==> config.mk <==
export PLATFORM = sky130hd
export DESIGN_NAME = gray_rx_decoder
export DESIGN_NICKNAME = d
export VERILOG_FILES = /design/src/rtl/gray_rx_decoder.sv
export SDC_FILE = /design/constraint.sdc
export NUM_CORES = 1
export LEC_CHECK = 0
export ABC_AREA = 1
export ABC_CLOCK_PERIOD_IN_PS = 2500
export BUFFER_PORTS_ARGS = -buffer_cell sky130_fd_sc_hd__buf_2
export CAP_MARGIN = 20
export CORE_ASPECT_RATIO = 0.6
export CORE_MARGIN = 8
export CORE_UTILIZATION = 57
export CTS_CLUSTER_SIZE = 30
export DETAILED_ROUTE_END_ITERATION = 8
export GPL_TIMING_DRIVEN = 0
export PLACE_DENSITY = 0.84
export SYNTH_ARGS = -nofsm -noshare
export SYNTH_HDL_FRONTEND = slang
export SYNTH_SLANG_ARGS = --single-unit
==> constraint.sdc <==
create_clock -name clk -period 2.5 [get_ports clk]
set_input_delay 0.125 -clock clk [delete_from_list [all_inputs] [get_ports clk]]
set_output_delay 0.125 -clock clk [all_outputs]
set_load 0.05 [all_outputs]
==> src/rtl/gray_rx_decoder.sv <==
// Gray-code receiver: converts each valid sample to binary, checks single-increment progression, tracks lock and counts bad steps.
// One-cycle registered latency from a valid sample to bin_out/bin_valid/step_err; no backpressure, a sample is taken on every valid cycle.
module gray_rx_decoder #(
  parameter int WIDTH    = 8,
  parameter int LOCK_CNT = 4,
  parameter int ERR_W    = 8
) (
  input  logic             clk,
  input  logic             rst_n,
  input  logic [WIDTH-1:0] gray_in,
  input  logic             gray_valid,
  input  logic             clear_err,
  output logic [WIDTH-1:0] bin_out,
  output logic             bin_valid,
  output logic             step_err,
  output logic             locked,
  output logic [ERR_W-1:0] err_count
);

  localparam int GW = $clog2(LOCK_CNT + 1);

  typedef enum logic [1:0] {
    IDLE    = 2'd0,
    ACQUIRE = 2'd1,
    LOCKED  = 2'd2
  } state_t;

  state_t             state_q, state_d;
  logic [WIDTH-1:0]   prev_q, prev_d;
  logic [WIDTH-1:0]   bin_q, bin_d;
  logic [GW-1:0]      good_q, good_d;
  logic               bin_vld_q, bin_vld_d;
  logic               step_err_q, step_err_d;
  logic               locked_q, locked_d;
  logic [ERR_W-1:0]   err_cnt_q, err_cnt_d;

  logic [WIDTH-1:0]   gray_bin;
  logic [WIDTH-1:0]   prev_inc;
  logic [GW-1:0]      good_inc;
  logic               is_inc;
  logic               is_hold;

  // Binary bit i is the XOR of all Gray bits at or above i.
  always_comb begin
    gray_bin = '0;
    for (int i = 0; i < WIDTH; i++) begin
      gray_bin[i] = ^(gray_in >> i);
    end
  end

  assign prev_inc = prev_q + WIDTH'(1);
  assign good_inc = good_q + GW'(1);
  assign is_inc   = (gray_bin == prev_inc);
  assign is_hold  = (gray_bin == prev_q);

  always_comb begin
    state_d    = state_q;
    prev_d     = prev_q;
    good_d     = good_q;
    bin_d      = bin_q;
    bin_vld_d  = 1'b0;
    step_err_d = 1'b0;

    if (gray_valid) begin
      bin_vld_d = 1'b1;
      bin_d     = gray_bin;
      prev_d    = gray_bin;
      case (state_q)
        IDLE: begin
          state_d = ACQUIRE;
          good_d  = '0;
        end
        ACQUIRE: begin
          if (is_inc) begin
            if (good_inc == GW'(LOCK_CNT)) begin
              state_d = LOCKED;
              good_d  = '0;
            end else begin
              good_d = good_inc;
            end
          end else if (!is_hold) begin
            step_err_d = 1'b1;
            good_d     = '0;
          end
        end
        LOCKED: begin
          if (!is_inc && !is_hold) begin
            step_err_d = 1'b1;
            state_d    = ACQUIRE;
            good_d     = '0;
          end
        end
        default: state_d = IDLE;
      endcase
    end

    locked_d = (state_d == LOCKED);

    // A clear coinciding with an error leaves that error counted.
    err_cnt_d = err_cnt_q;
    if (clear_err) begin
      err_cnt_d = step_err_d ? ERR_W'(1) : '0;
    end else if (step_err_d && (err_cnt_q != {ERR_W{1'b1}})) begin
      err_cnt_d = err_cnt_q + ERR_W'(1);
    end
  end

  always_ff @(posedge clk) begin
    if (!rst_n) begin
      state_q    <= IDLE;
      prev_q     <= '0;
      good_q     <= '0;
      bin_q      <= '0;
      bin_vld_q  <= 1'b0;
      step_err_q <= 1'b0;
      locked_q   <= 1'b0;
      err_cnt_q  <= '0;
    end else begin
      state_q    <= state_d;
      prev_q     <= prev_d;
      good_q     <= good_d;
      bin_q      <= bin_d;
      bin_vld_q  <= bin_vld_d;
      step_err_q <= step_err_d;
      locked_q   <= locked_d;
      err_cnt_q  <= err_cnt_d;
    end
  end

  assign bin_out   = bin_q;
  assign bin_valid = bin_vld_q;
  assign step_err  = step_err_q;
  assign locked    = locked_q;
  assign err_count = err_cnt_q;

endmodule

Word-level counts from Yosys, hierarchy flattened
Cells that the tools add are included.
Storage, ports and cells
  register bits: 24
  bits of input ports: 12
  output and inout port bits: 19
  word-level logic and storage cells: 54
Operators by class
  add/subtract/negate cells: 3
  equal/unequal tests: 9
  mux-type cells: 19
  reductions and logical operators: 16
Operator list (number)
  $reduce_xor 8->1: 8
  $add 8x1->8 const B: 2
  $eq 8x8->1: 2
  $mux 8: 2
  $mux 3: 4
  $pmux 3 s3: 1
  $mux 2: 4
  $ne 8x8->1 const B: 1
  $mux 1: 6
  $pmux 2 s3: 1
  $eq 2x2->1 const B: 2
  $reduce_and 4->1: 1
  $add 3x1->3 const B: 1
  $eq 3x3->1 const B: 1
  $ne 3x3->1 const B: 1
  $reduce_bool 3->1: 1
  $eq 2x1->1 const B: 1
  $logic_and 1x1->1: 2
  $logic_not 1->1: 2
  $logic_not 2->1: 1
  $ne 2x2->1 const B: 1
  $pmux 1 s2: 1
  $reduce_bool 2->1: 1

Depth between registers and ports, before layout
Gate-level depths: netlist (run 1).
  word-level depth: 10
  mapped depth: 18
  gate-level depth less buffers: 18

Worst setup path after synthesis (run 1)
No wires, ideal clock.
  kind: reg-to-reg
  start point: reg, netlist name bin_out[0]
  end point: reg good_q[0]
  arrival time: 2.194 ns
  slack: 0.191 ns
  cell stages (with the launch flop): 15
  buffers on the path: 0
  cells stage by stage: dfxtp_1 -> ha_1 -> nand2_1 -> nor2_1 -> nand2_1 -> nand2_1 -> inv_1 -> nand2_1 -> nand2_1 -> nor3_2 -> nand3_2 -> nand3_1 -> o21ai_1 -> a21oi_1 -> nor2_1
RTL lines
  end signal: assignment: line 121  | good_q <= good_d;
  end: declaration: line 31  | logic [GW-1:0] good_q, good_d;

==> results.yml, run 1 <==
finish:
  diodes: 0
  layout_commonest_cell: "sky130_fd_sc_hd__nand2_1"
  layout.nets: 420
  share_of_post_route_cells_with_drive_strength_above_1_pct: 15.3
  area_growth_pct: 12.8
  number_of_fill_cells_in_the_layout: 356
  layout_common_cells: "sky130_fd_sc_hd__nand2_1 (134), sky130_fd_sc_hd__inv_1 (46), sky130_fd_sc_hd__nand3_1 (41)"
critical_path:
  cp_data_arrival_time_ns: 2.46
  crit_slowest_cell: "sky130_fd_sc_hd__dfxtp_2"
  crit_path_start_kind: "flip-flop"
  worst-path-max-fanout: 7
  worst-endpoint-required_ns: 2.72
  worst_path_dominant_cell_family: "simple AND/OR/NAND/NOR gates"
  crit_chain: "ha_1, nand2_1, nor2_1, nand2_1, nand2_1, inv_1, nand2_1, nand2_1, inv_1, nand3_1, nor2_1, and2_1, nand3_1, a21oi_1, nand2_1, nor2_1"
  critical-path-max-stage-delay_ns: 0.41
  timing.critical_path.mode_cell: "sky130_fd_sc_hd__nand2_1"
  crit_cells: 16
  worst-r2r-cell-count: 16
  worstSetupPathType: "reg2reg"
  cp_endpoint_kind: "flip-flop"
  critical_path_buf_inv_count: 2
logic_synthesis:
  syn_area_mm2: 0.00207
  ys_types: 25
  yosys_register_bits: 24
  syn-instance-count: 365
  netlist.area_leader.share_pct: 24.3
  post-synth-top-area-cell: "sky130_fd_sc_hd__nand2_1"
  synth.top_cells.by_area: "sky130_fd_sc_hd__nand2_1 (24%), sky130_fd_sc_hd__dfxtp_1 (23%), sky130_fd_sc_hd__nand3_1 (9.9%)"
  yosys_warnings: 0
  synthesis.nets: 385
  synthesis.area_per_instance_um2: 5.67
  synth_seq_area_share_pct: 23.2
cts:
  htree_num_levels: 1
  clock_tree_from_tritoncts: "yes"
  cts_root_buf: "sky130_fd_sc_hd__clkbuf_8"
  post_cts_hold_buffer_count: 0
  clk_path_buf_depth: 2
  cts_num_sinks: 24
  clkTransAtPathRegs_ns: 0.09
  post-cts-setup-buffer-count: 0
  clk_latency_ns: 0.27
  cts-buffers-inserted: 3
global_route:
  grt_start_max_net_pins: 14
  antenna_violations_before_repair: 0
  grt.overflow.total: 0
  grt_util_all_layers_pct: 18.0
  met1_usage_pct: 26.8
  busiest_layer: "met1"
  globalRouteMet3Util_pct: 4.80
  wire_length_of_the_first_global_routing_pass_um: 8800
  vias_in_the_first_global_route: 1979
  grt.met2_usage_pct: 24.8
run:
  maxCapViolCount: 0
routing:
  drt-vias-per-instance: 5.26
  drt_iter0_markers: 224
  num_vias: 2347
  routed_wire_length_per_instance_um: 12.0
  detail-route-antenna-nets: 0
  drt_pre_antenna_iters: 6
  postRouteWirelength_um: 5360
  route.detailed.drc: 0
timing:
  timing.fmax_ghz: 0.445
  hold_slack_ns: 0.106
  fin_crit_ns: 2.25
  timing.setup.tns_ns: 0
  grt_setup_unrepaired: "no"
  final.period_utilization_pct: 89.8
  timing.final.setup_violations: 0
  clock-skew-final_ns: 0.00800
  total_count_of_hold_check_failures_in_the_final_report: 0
  max-slew-margin-rel_pct: 61.9
  worst_pin_slew_ns: 0.571
  timing_max_transition_violations_final: 0
placement:
  dp.final_hpwl_um: 4230
  port-buffer-count: 30
  gp_congestion: 0.942
die:
  core_region_area_mm2: 0.00357
  die-area_mm2: 0.00588
  initial_utilization_pct: 57.9
  fp.dieH_um: 62.7
  floorplan.die.width_um: 93.8
  placementRows: 17
  num_io_pins: 31
hold_path:
  min_path_type: "in2reg"
  instance_count_along_the_most_critical_hold_path: 2
power_and_ir_drop:
  total_leakage_power_nw: 1.30
  worst_ir_drop_vdd_v: 0.000275
  powerDensity_mw_per_mm2: 443
outcome:
  outcome: "completed"
## final timing paths
check,slack (ns),endpoint,start
worst max-delay path,0.25,locked,bin_out[0]
worst min-delay path,0.11,bin_out[7],gray_valid
worst max register to register,0.25,locked,bin_out[0]
worst min register to register,0.53,err_count[0],err_count[0]
## area by class of cell
type / count / area [um2] / share of cell area (%)
Inverter: 51 / 191 / 8.20
Sequential cell: 24 / 482 / 20.6
Timing Repair Buffer: 30 / 150 / 6.43
Buffer: 2 / 7.51 / 0.322
Multi-Input combinational cell: 288 / 1390 / 59.5
Clock buffer: 4 / 55.1 / 2.36
Tap cell: 47 / 58.8 / 2.52
## kinds of logic (layout without fill, tap and decap cells)
logic type	after synthesis	count (layout)	share of synthesized area, %
buf+inv	53	87	9.62
xor+xnor	5	5	2.12
compound gates	33	33	8.23
fa+ha+maj	8	8	4.84
flops	24	24	23.2
simple gates	242	242	52.0
## power by group
| part | total [mW] | internal [mW] | switching, mW |
|---|---|---|---|
| Sequential | 0.422 | 0.400 | 0.0222 |
| Clock | 0.269 | 0.141 | 0.128 |
| Combinational | 0.342 | 0.101 | 0.242 |
| Total | 1.03 | 0.642 | 0.392 |
## cell usage after synthesis (all sizes together)
| cell type | number |
|---|---|
| nand2 | 148 |
| inv | 51 |
| nand3 | 44 |
| nor2 | 39 |
| dfxtp | 24 |
| a21oi | 20 |
| o21ai | 12 |
| ha | 8 |
| nand4 | 4 |
| nor3 | 4 |
| xor2 | 3 |
| clkbuf | 2 |
| xnor2 | 2 |
| and2 | 1 |
| nand3b | 1 |
| o211a | 1 |
| or2 | 1 |
## metal layers
metal / vias to the layer above / wire [um]
met5: - / 0
met4: 0 / 30
met3: 7 / 603
met2: 109 / 2100
met1: 1011 / 2630
li1: 1220 / -
## stage by stage
step | power, mW | cell area [um2] | cells | setup slack, ns | utilization (%)
floorplan | 0.683 | 2070 | 365 | 0.191 | -
global placement | 0.758 | 2280 | 442 | 0.278 | 63.7
detailed placement | 0.766 | 2280 | 442 | 0.245 | 63.7
CTS | 1.04 | 2330 | 446 | 0.219 | 65.3
global route | 1.10 | 2330 | 446 | 0.0199 | 65.3
finish | 1.03 | 2330 | 446 | 0.254 | 65.3
## sequential cells by signal, summed over array words and instances, names as in the netlist
name and flops:
bin_out 8, bin_valid 1, err_count 8, good_q 3
locked 1, state_q 2, step_err 1
## timing repair
action | in CTS | in global routing
endpoints found under the hold margin | 0 | 0
gates resized for setup | 0 | 1
setup endpoints to repair | 0 | 3
Note: power is estimated with default switching activity, not from simulation.
==> run 2: changes to the inputs <==
Settings changed: ABC_AREA 1 to unset.
==> results.yml, run 2 <==
placement:
  gp_congestion: 0.837
  port-buffer-count: 25
  dp.final_hpwl_um: 3450
power_and_ir_drop:
  powerDensity_mw_per_mm2: 490
  worst_ir_drop_vdd_v: 0.000376
  total_leakage_power_nw: 1.06
finish:
  post-route-util_pct: 73.7
  number_of_fill_cells_in_the_layout: 246
  area_growth_pct: 23.0
  layout.nets: 288
  layout_commonest_cell: "sky130_fd_sc_hd__buf_2"
  diodes: 0
  seqCellArea_um2: 498
  share_of_post_route_cells_with_drive_strength_above_1_pct: 31.1
  multiInputGateArea_mm2: 0.00148
  layout_common_cells: "sky130_fd_sc_hd__buf_2 (28), sky130_fd_sc_hd__nor2_1 (26), sky130_fd_sc_hd__nand2_1 (24)"
logic_synthesis:
  synth_common_cells: "sky130_fd_sc_hd__nor2_1 (26), sky130_fd_sc_hd__dfxtp_1 (24), sky130_fd_sc_hd__nand2_1 (24)"
  syn-instance-count: 230
  synth_enable_flop_cells: 0
  synthMostInstantiatedCell: "sky130_fd_sc_hd__nor2_1"
  syn_area_mm2: 0.00196
  yosys_register_bits: 24
  ys_types: 62
  yosys_warnings: 0
  share_of_async_settable_or_async_resettable_flops_after_synthesis_pct: 0
  synth_seq_area_share_pct: 24.6
  yosys_most_used_dff: "sky130_fd_sc_hd__dfxtp_1"
  post-synth-top-area-cell: "sky130_fd_sc_hd__dfxtp_1"
  synthesis.nets: 250
  synthesis.area_per_instance_um2: 8.50
  synth.top_cells.by_area: "sky130_fd_sc_hd__dfxtp_1 (25%), sky130_fd_sc_hd__ha_1 (5.1%), sky130_fd_sc_hd__nor2_1 (5.0%)"
  netlist.area_leader.share_pct: 24.6
timing:
  timing.fmax_ghz: 0.398
  setup_ws_ns: -0.0124
  final.period_utilization_pct: 100
  max-slew-margin-rel_pct: 62.0
  total_count_of_hold_check_failures_in_the_final_report: 0
  timing_max_transition_violations_final: 0
  clock-skew-final_ns: 0.00512
  grt_setup_unrepaired: "yes"
  worst_pin_slew_ns: 0.567
  hold_slack_ns: 0.171
  fin_crit_ns: 2.51
  timing.final.setup_violations: 1
cts:
  clkTransAtPathRegs_ns: 0.09
  clk_latency_ns: 0.27
  cts_num_sinks: 24
  clk_path_buf_depth: 2
  cts_root_buf: "sky130_fd_sc_hd__clkbuf_8"
  cts-buffers-inserted: 3
  htree_num_levels: 1
  clock_tree_from_tritoncts: "yes"
routing:
  route.detailed.drc: 0
  drt-vias-per-instance: 5.81
  postRouteWirelength_um: 4720
  drt_pre_antenna_iters: 4
  detail-route-antenna-nets: 0
  routed_wire_length_per_instance_um: 15.1
  num_vias: 1812
  drt_iter0_markers: 94
critical_path:
  worst-path-max-fanout: 5
  cp_endpoint_kind: "flip-flop"
  worst-endpoint-required_ns: 2.70
  worstSetupPathType: "reg2reg"
  crit_path_start_kind: "flip-flop"
  cp_data_arrival_time_ns: 2.71
outcome:
  outcome: "finished, violations left"
  failed_checks: "setup timing"
die:
  initial_utilization_pct: 59.9
  num_io_pins: 31
  fp.dieH_um: 61.4
  die-area_mm2: 0.00562
  placementRows: 16
  floorplan.die.width_um: 91.6
  core_region_area_mm2: 0.00326
global_route:
  vias_in_the_first_global_route: 1670
  wire_length_of_the_first_global_routing_pass_um: 7780
  antenna_violations_before_repair: 0
  grt_start_max_net_pins: 15
  grt.overflow.total: 0
  grt_util_all_layers_pct: 16.7
run:
  maxCapViolCount: 0
hold_path:
  min_path_type: "in2reg"
run 2: routing by layer:
| metal | wire (um) | up-vias | GRT usage [%] | part of all wire, % |
|---|---|---|---|---|
| li1 | - | 898 | - | - |
| met2 | 2070 | 45 | 26.5 | 44 |
| met1 | 2370 | 867 | 22.4 | 50 |
| met3 | 271 | 2 | 4.87 | 5.7 |
| met4 | 9 | 0 | 2.77 | 0.19 |
| met5 | 0 | - | 0 | 0 |
run 2: kinds of logic after synthesis:
family                     count (synthesis)  synth area share (%)
adders and majority gates                  8                  5.12
DFF                                       24                  24.6
AOI/OAI and AO/OA                         49                  18.9
muxes                                     11                  7.61
and+or+nand+nor                           97                  25.5
xor gates and xnor gates                  22                  12.5
buffers and inverters                     19                  5.82
run 2: path summary, 6_finish.rpt:
check,start,endpoint,slack [ns],depth (start not counted)
min,clear_err,err_count[0],0.17,3
min reg2reg,err_count[6],err_count[6],0.49,2
max,bin_out[3],err_count[4],-0.01,10
max reg2reg,bin_out[3],err_count[4],-0.01,10
run 2: through the flow:
stage               std cells  total power [mW]  cell area, um2  setup TNS [ns]  worst slack, ns
floorplan                 230             0.758            2000               0          0.00146
global route              312              1.24            2410          -0.903           -0.126
CTS                       309              1.17            2350         -0.0275          -0.0275
finish                    312              1.18            2410         -0.0124          -0.0124
detailed placement        300             0.835            2190           -2.70           -0.302
global placement          300             0.825            2190           -2.27           -0.261
run 2: area by class of cell:
cell class                      instances  area share, %
Buffer                                 13           3.95
Clock buffer                            4           2.76
Inverter                                5          0.780
Multi-Input combinational cell        187           61.6
Sequential cell                        24           20.7
Tap cell                               45           2.34
Timing Repair Buffer                   34           7.90
run 2: timing repair:
action,4_1_cts,5_1_grt
hold buffers,0,0
endpoints found under the hold margin,0,0
pin swaps,6,11
endpoints found under the setup margin,8,11
gates cloned,0,1
setup buffers,6,2
gates resized for setup,9,8
run 2: critical path, cell delays in order, from the launching register on:
cell and delay [ns]:
sky130_fd_sc_hd__dfxtp_4 0.38, sky130_fd_sc_hd__xor2_4 0.16, sky130_fd_sc_hd__buf_4 0.15, sky130_fd_sc_hd__or2b_1 0.23, sky130_fd_sc_hd__mux4_2 0.53, sky130_fd_sc_hd__a2111oi_4 0.32
sky130_fd_sc_hd__buf_4 0.19, sky130_fd_sc_hd__nor4_4 0.05, sky130_fd_sc_hd__buf_6 0.14, sky130_fd_sc_hd__nand4_1 0.10, sky130_fd_sc_hd__mux2i_1 0.20
run 2: power breakdown:
part | leakage (nW) | total [mW] | internal (mW) | switching (mW)
logic | 0.828 | 0.441 | 0.181 | 0.260
registers | 0.199 | 0.425 | 0.401 | 0.0236
clock network | 0.0339 | 0.313 | 0.174 | 0.139
